### src/rtl/perf_counter_reader.sv
// perf_counter_reader: NUM_EVENTS wrapping event counters, with single indexed
// reads and a snapshot-based sequential dump served over a valid/ready port.
module perf_counter_reader #(
  parameter int unsigned NUM_EVENTS = 16,
  parameter int unsigned CNT_WIDTH  = 32,
  parameter int unsigned IDX_WIDTH  = $clog2(NUM_EVENTS)
) (
  input  logic                  clk,
  input  logic                  rst,
  input  logic [NUM_EVENTS-1:0] event_i,
  input  logic                  freeze_i,
  input  logic                  clear_i,
  input  logic                  req_valid,
  output logic                  req_ready,
  input  logic [IDX_WIDTH-1:0]  req_idx,
  input  logic                  dump_start,
  output logic                  resp_valid,
  input  logic                  resp_ready,
  output logic [CNT_WIDTH-1:0]  resp_data,
  output logic [IDX_WIDTH-1:0]  resp_idx,
  output logic                  resp_err,
  output logic                  resp_last,
  output logic                  busy
);

  typedef enum logic [1:0] {
    S_IDLE = 2'd0,
    S_RESP = 2'd1,
    S_DUMP = 2'd2
  } state_e;

  state_e               state_q, state_d;
  logic [CNT_WIDTH-1:0] cnt_q  [NUM_EVENTS];
  logic [CNT_WIDTH-1:0] cnt_d  [NUM_EVENTS];
  logic [CNT_WIDTH-1:0] snap_q [NUM_EVENTS];
  logic                 snap_load;

  logic                 resp_valid_q, resp_valid_d;
  logic [CNT_WIDTH-1:0] resp_data_q,  resp_data_d;
  logic [IDX_WIDTH-1:0] resp_idx_q,   resp_idx_d;
  logic                 resp_err_q,   resp_err_d;
  logic                 resp_last_q,  resp_last_d;
  logic                 busy_q,       busy_d;

  logic                 idx_ok;
  logic [CNT_WIDTH-1:0] rd_val;
  logic [IDX_WIDTH-1:0] next_idx;

  // Non power-of-two counts leave index codes that map to no counter.
  assign idx_ok   = (32'(req_idx) < NUM_EVENTS);
  assign rd_val   = idx_ok ? cnt_q[req_idx] : '0;
  assign next_idx = resp_idx_q + IDX_WIDTH'(1);

  // Live counter update: clear wins over events, freeze drops events.
  always_comb begin
    for (int i = 0; i < int'(NUM_EVENTS); i++) begin
      cnt_d[i] = cnt_q[i];
      if (clear_i) begin
        cnt_d[i] = '0;
      end else if (event_i[i] && !freeze_i) begin
        cnt_d[i] = cnt_q[i] + CNT_WIDTH'(1);
      end
    end
  end

  // Live counter registers.
  always_ff @(posedge clk or posedge rst) begin
    if (rst) begin
      for (int i = 0; i < int'(NUM_EVENTS); i++) cnt_q[i] <= '0;
    end else begin
      cnt_q <= cnt_d;
    end
  end

  // Dump snapshot; a same-cycle clear is folded in so the dump sees zeros.
  always_ff @(posedge clk or posedge rst) begin
    if (rst) begin
      for (int i = 0; i < int'(NUM_EVENTS); i++) snap_q[i] <= '0;
    end else if (snap_load) begin
      for (int i = 0; i < int'(NUM_EVENTS); i++) snap_q[i] <= clear_i ? '0 : cnt_q[i];
    end
  end

  // Next-state and response register inputs; resp_idx doubles as the dump beat index.
  always_comb begin
    state_d      = state_q;
    resp_valid_d = resp_valid_q;
    resp_data_d  = resp_data_q;
    resp_idx_d   = resp_idx_q;
    resp_err_d   = resp_err_q;
    resp_last_d  = resp_last_q;
    busy_d       = busy_q;
    snap_load    = 1'b0;
    req_ready    = 1'b0;

    case (state_q)
      S_IDLE: begin
        req_ready = !dump_start;
        if (dump_start) begin
          snap_load    = 1'b1;
          state_d      = S_DUMP;
          busy_d       = 1'b1;
          resp_valid_d = 1'b1;
          resp_data_d  = clear_i ? '0 : cnt_q[0];
          resp_idx_d   = '0;
          resp_err_d   = 1'b0;
          resp_last_d  = 1'b0;
        end else if (req_valid) begin
          state_d      = S_RESP;
          resp_valid_d = 1'b1;
          resp_data_d  = rd_val;
          resp_idx_d   = req_idx;
          resp_err_d   = !idx_ok;
          resp_last_d  = 1'b0;
        end
      end
      S_RESP: begin
        if (resp_ready) begin
          resp_valid_d = 1'b0;
          state_d      = S_IDLE;
        end
      end
      S_DUMP: begin
        if (resp_ready) begin
          if (resp_last_q) begin
            resp_valid_d = 1'b0;
            resp_last_d  = 1'b0;
            busy_d       = 1'b0;
            state_d      = S_IDLE;
          end else begin
            resp_data_d  = snap_q[next_idx];
            resp_idx_d   = next_idx;
            resp_last_d  = (next_idx == IDX_WIDTH'(NUM_EVENTS - 1));
          end
        end
      end
      default: begin
        state_d = S_IDLE;
      end
    endcase
  end

  // State and response registers.
  always_ff @(posedge clk or posedge rst) begin
    if (rst) begin
      state_q      <= S_IDLE;
      resp_valid_q <= 1'b0;
      resp_data_q  <= '0;
      resp_idx_q   <= '0;
      resp_err_q   <= 1'b0;
      resp_last_q  <= 1'b0;
      busy_q       <= 1'b0;
    end else begin
      state_q      <= state_d;
      resp_valid_q <= resp_valid_d;
      resp_data_q  <= resp_data_d;
      resp_idx_q   <= resp_idx_d;
      resp_err_q   <= resp_err_d;
      resp_last_q  <= resp_last_d;
      busy_q       <= busy_d;
    end
  end

  assign resp_valid = resp_valid_q;
  assign resp_data  = resp_data_q;
  assign resp_idx   = resp_idx_q;
  assign resp_err   = resp_err_q;
  assign resp_last  = resp_last_q;
  assign busy       = busy_q;

endmodule
### config.mk
export PLATFORM = sky130hd
export DESIGN_NAME = perf_counter_reader
export DESIGN_NICKNAME = d
export VERILOG_FILES = /design/src/rtl/perf_counter_reader.sv
export SDC_FILE = /design/constraint.sdc
export NUM_CORES = 2
export LEC_CHECK = 0
export BUFFER_PORTS_ARGS = -buffer_cell sky130_fd_sc_hd__clkbuf_2
export CAP_MARGIN = 20
export CORE_MARGIN = 2
export CORE_UTILIZATION = 64
export DETAILED_ROUTE_END_ITERATION = 8
export GPL_TIMING_DRIVEN = 0
export PLACE_DENSITY = 0.81
export SETUP_SLACK_MARGIN = 0.3
export SLEW_MARGIN = 20
export SYNTH_ARGS = -nofsm -noshare
export SYNTH_HDL_FRONTEND = slang
export SYNTH_SLANG_ARGS = --single-unit
### constraint.sdc
create_clock -name clk -period 40.5 [get_ports clk]
set_input_delay 8.1 -clock clk [delete_from_list [all_inputs] [get_ports clk]]
set_output_delay 8.1 -clock clk [all_outputs]
set_load 0.01 [all_outputs]
==> results.ini <==
[global_routing]
antenna_found_initial = 20
overflow = 0
globalRouteTotalUtil = 0.525
grt_max_degree = 105
grt_pass1_wl_mm = 329
grt_pass1_vias = 46900

[critical_path]
end_kind = output port
crit_path_start = dump_start
start_kind = input port
r2r-end = resp_data[11]
required_ns = 32.40
crit_fanout = 10
reg2regPathDepth = 12
criticalPathCategory = input port to output port
r2r_slack_ns = 33.60
cp.arrival_ns = 9.14
r2r_start = resp_idx[0]

[drt]
route.met2.wl_mm = 86.6
ant_nets = 0
wl_met3_mm = 48.3
vias_per_cell = 7.02
met1_length_mm = 85.0
wire_per_inst_microns = 32.5
dr.pass1.iters = 9
drtIter0Drc = 8734
wl_mm = 233
top_layer = met5
drc_errors = 0
vias = 50400

[clock_network]
ctsResizeCount = 0
cts_buffer_depth = 3
cts_made_buffers = 111
postCtsHoldBufs = 0
clock_sinks = 1065
htreeDepth = 3
cts_setup_buffers = 0
root_buffer = clkbuf_16
clk-insertion-delay-late_ns = 0.75
clk_pin_slew_worst_paths_ns = 0.06
cts_tree = done

[synthesis]
synthDistinctLibCells = 78
netlist_area_sq_um = 55100
postSynthCellCount = 5740
synth_edf_count = 0
yosys_warnings = 0
syn_avg_cell_area_sq_um = 9.60
yosys.area.top_type = dfrtp_1
synth_top_area_frac = 0.484
synth_nets = 5789
synthArstFlopShare = 1.00
seq_area_frac_synth = 0.484
synthXorXnorAreaFrac = 0.0537
synth_fa_ha_area_frac = 0.00500
synth_seq_cells = 1065
synthMuxAreaShare = 0.109
synth_top_flop_cell = dfrtp_1
synth_top_family_by_area = simple AND/OR/NAND/NOR gates
yosys-top-cells-area = dfrtp_1 (48%), mux4_2 (9.1%), nand2_1 (8.5%)
synth_compound_area_frac = 0.111
synthSimpleGateAreaFrac = 0.204

[worst_hold_path]
min_path_cells = 2
worstHoldStart = snap_q[492]
hp-class = flip-flop to flip-flop
whs_endpoint = snap_q[492]

[placement]
dp_cells = 6959
io_buffers = 62
routabilityCongestion = 1.11
place_ws_ns = 23.31
place.detailed.hpwl_mm = 180

[timing]
relSlewSlack = 0.0924
hold_viol = 0
fin_crit_ns = 17.24
finalSetupViolations = 0
min_period_over_period = 0.426
setup_tns_ns = 0
worst_pin_slew_ns = 1.35
slew_viol_final = 0
timing.fmax_mhz = 58.0
skew_ns = 0.0438
rsz0062_at_grt = false
finalWorstSetupSlack_ns = 23.26

[cells_and_area]
layout-drive-gt1-share = 0.0978
finalNonFillerCells = 7178
fin_util = 0.717
nets = 5979
syn2layout_area_growth_pct = 11.0
n_fill_cell = 6228

[pwr]
power.total_mw = 3.08
powerDensity_nw_per_um2 = 50.4
leakage_nw = 24.6
ir_worst_vdd_uv = 42.3

[floorplanning]
ios = 68
fp.coreArea_sq_um = 85300
die_x_microns = 297
die-area_sq_um = 88400
core.rowCount = 107
initial_core_util = 0.646
die_y_microns = 297

[run]
drv_cap = 0

[run_status]
status = complete, no violations

-- through the flow --
step | hold slack, ns | area [sq um]
after detailed placement | 0.466 | 57200
final | 0.479 | 61200
after CTS | 0.481 | 61100
after global placement | 0.456 | 56800
after global routing | 0.500 | 61100
after floorplan | 0.443 | 55100
-- layout make-up --
cell class	count	area [sq um]	share of cell area
sequential	1065	26700	0.436
clock inverter	47	594	0.00972
tap	1144	1430	0.0234
inverter	69	267	0.00436
multi-input combinational	4192	26600	0.435
buffer	414	1650	0.0270
antenna	10	25.0	0.000409
timing repair buffer	77	691	0.0113
clock buffer	160	3260	0.0533
-- kinds of logic after synthesis --
logic type | count (synthesis)
DFF | 1065
AOI/OAI and AO/OA | 1032
buffers and inverters | 483
adders and majority gates | 22
xor gates and xnor gates | 337
and+or+nand+nor | 2481
muxes | 319
other | 1
-- routing by layer --
layer / track usage / vias to the layer above
met2: 0.644 / 4270
met3: 0.321 / 599
met4: 0.242 / 26
li1: - / 20600
met1: 0.727 / 24900
met5: 0.00974 / -
-- sequential cells by signal, summed over array words and instances, names as in the netlist --
register and flops:
resp_idx 4, cnt_q 512, snap_q 512, state_q 2
resp_last 1, resp_data 32, resp_valid 1, busy 1
-- cell usage in the layout, fill, tap and decap left out, drive strengths merged, types with 11 or more instances in the layout --
cell	instances
ha	22
a31o	16
nor4	67
xnor2	192
a2111oi	29
or2	16
dfrtp	1065
a22o	29
o31ai	63
o21ai	634
nor2	472
buf	75
and2	25
or3	87
nand4	103
mux2i	93
xor2	145
nor3	121
a41o	14
a21oi	113
a311oi	32
a32oi	32
nor2b	26
bufinv	11
clkinv	26
o21a	28
nand2	1246
and4b	11
inv	72
and4	64
and3	46
mux4	224
nand3	144
or4	21
a31oi	15
clkbuf	575
-- cells in the mapped netlist (11+ instances only) --
library cell / instances
mux2i_1: 93
or4_1: 19
a31oi_1: 15
xor2_1: 144
buf_1: 34
and4b_1: 11
ha_1: 22
a22o_1: 29
a32oi_1: 32
nand3_1: 143
o21a_1: 28
nor2_1: 472
nor3_1: 119
a21oi_1: 113
and2_1: 24
nor4_1: 65
a2111oi_0: 29
and4_1: 63
xnor2_1: 192
buf_2: 17
o21ai_0: 634
o31ai_1: 63
dfrtp_1: 1065
mux4_2: 223
clkbuf_1: 352
a41o_1: 14
nand4_1: 102
nand2_1: 1246
a31o_2: 16
or2_2: 14
inv_1: 68
and3_1: 46
nor2b_1: 26
a311oi_1: 32
or3_1: 85
-- how the worst max path moves through the flow --
stage	end	slack (ns)
2_1_floorplan	busy	2.42
3_3_place_gp	cnt_q[387]	-8.97
3_5_place_dp	req_ready	23.31
4_1_cts	req_ready	23.31
5_1_grt	req_ready	23.23
6_report	req_ready	23.26
-- where the power goes --
group / total, mW / internal [mW] / switching, mW
Combinational: 0.869 / 0.230 / 0.640
Sequential: 1.12 / 1.09 / 0.0342
Clock: 1.09 / 0.630 / 0.462
-- critical path, stage by stage --
cell and delay (ns):
clkbuf_2 0.24, clkbuf_1 0.45, nor2b_1 0.17, clkbuf_2 0.17
Power figures use the tool's default switching activity.
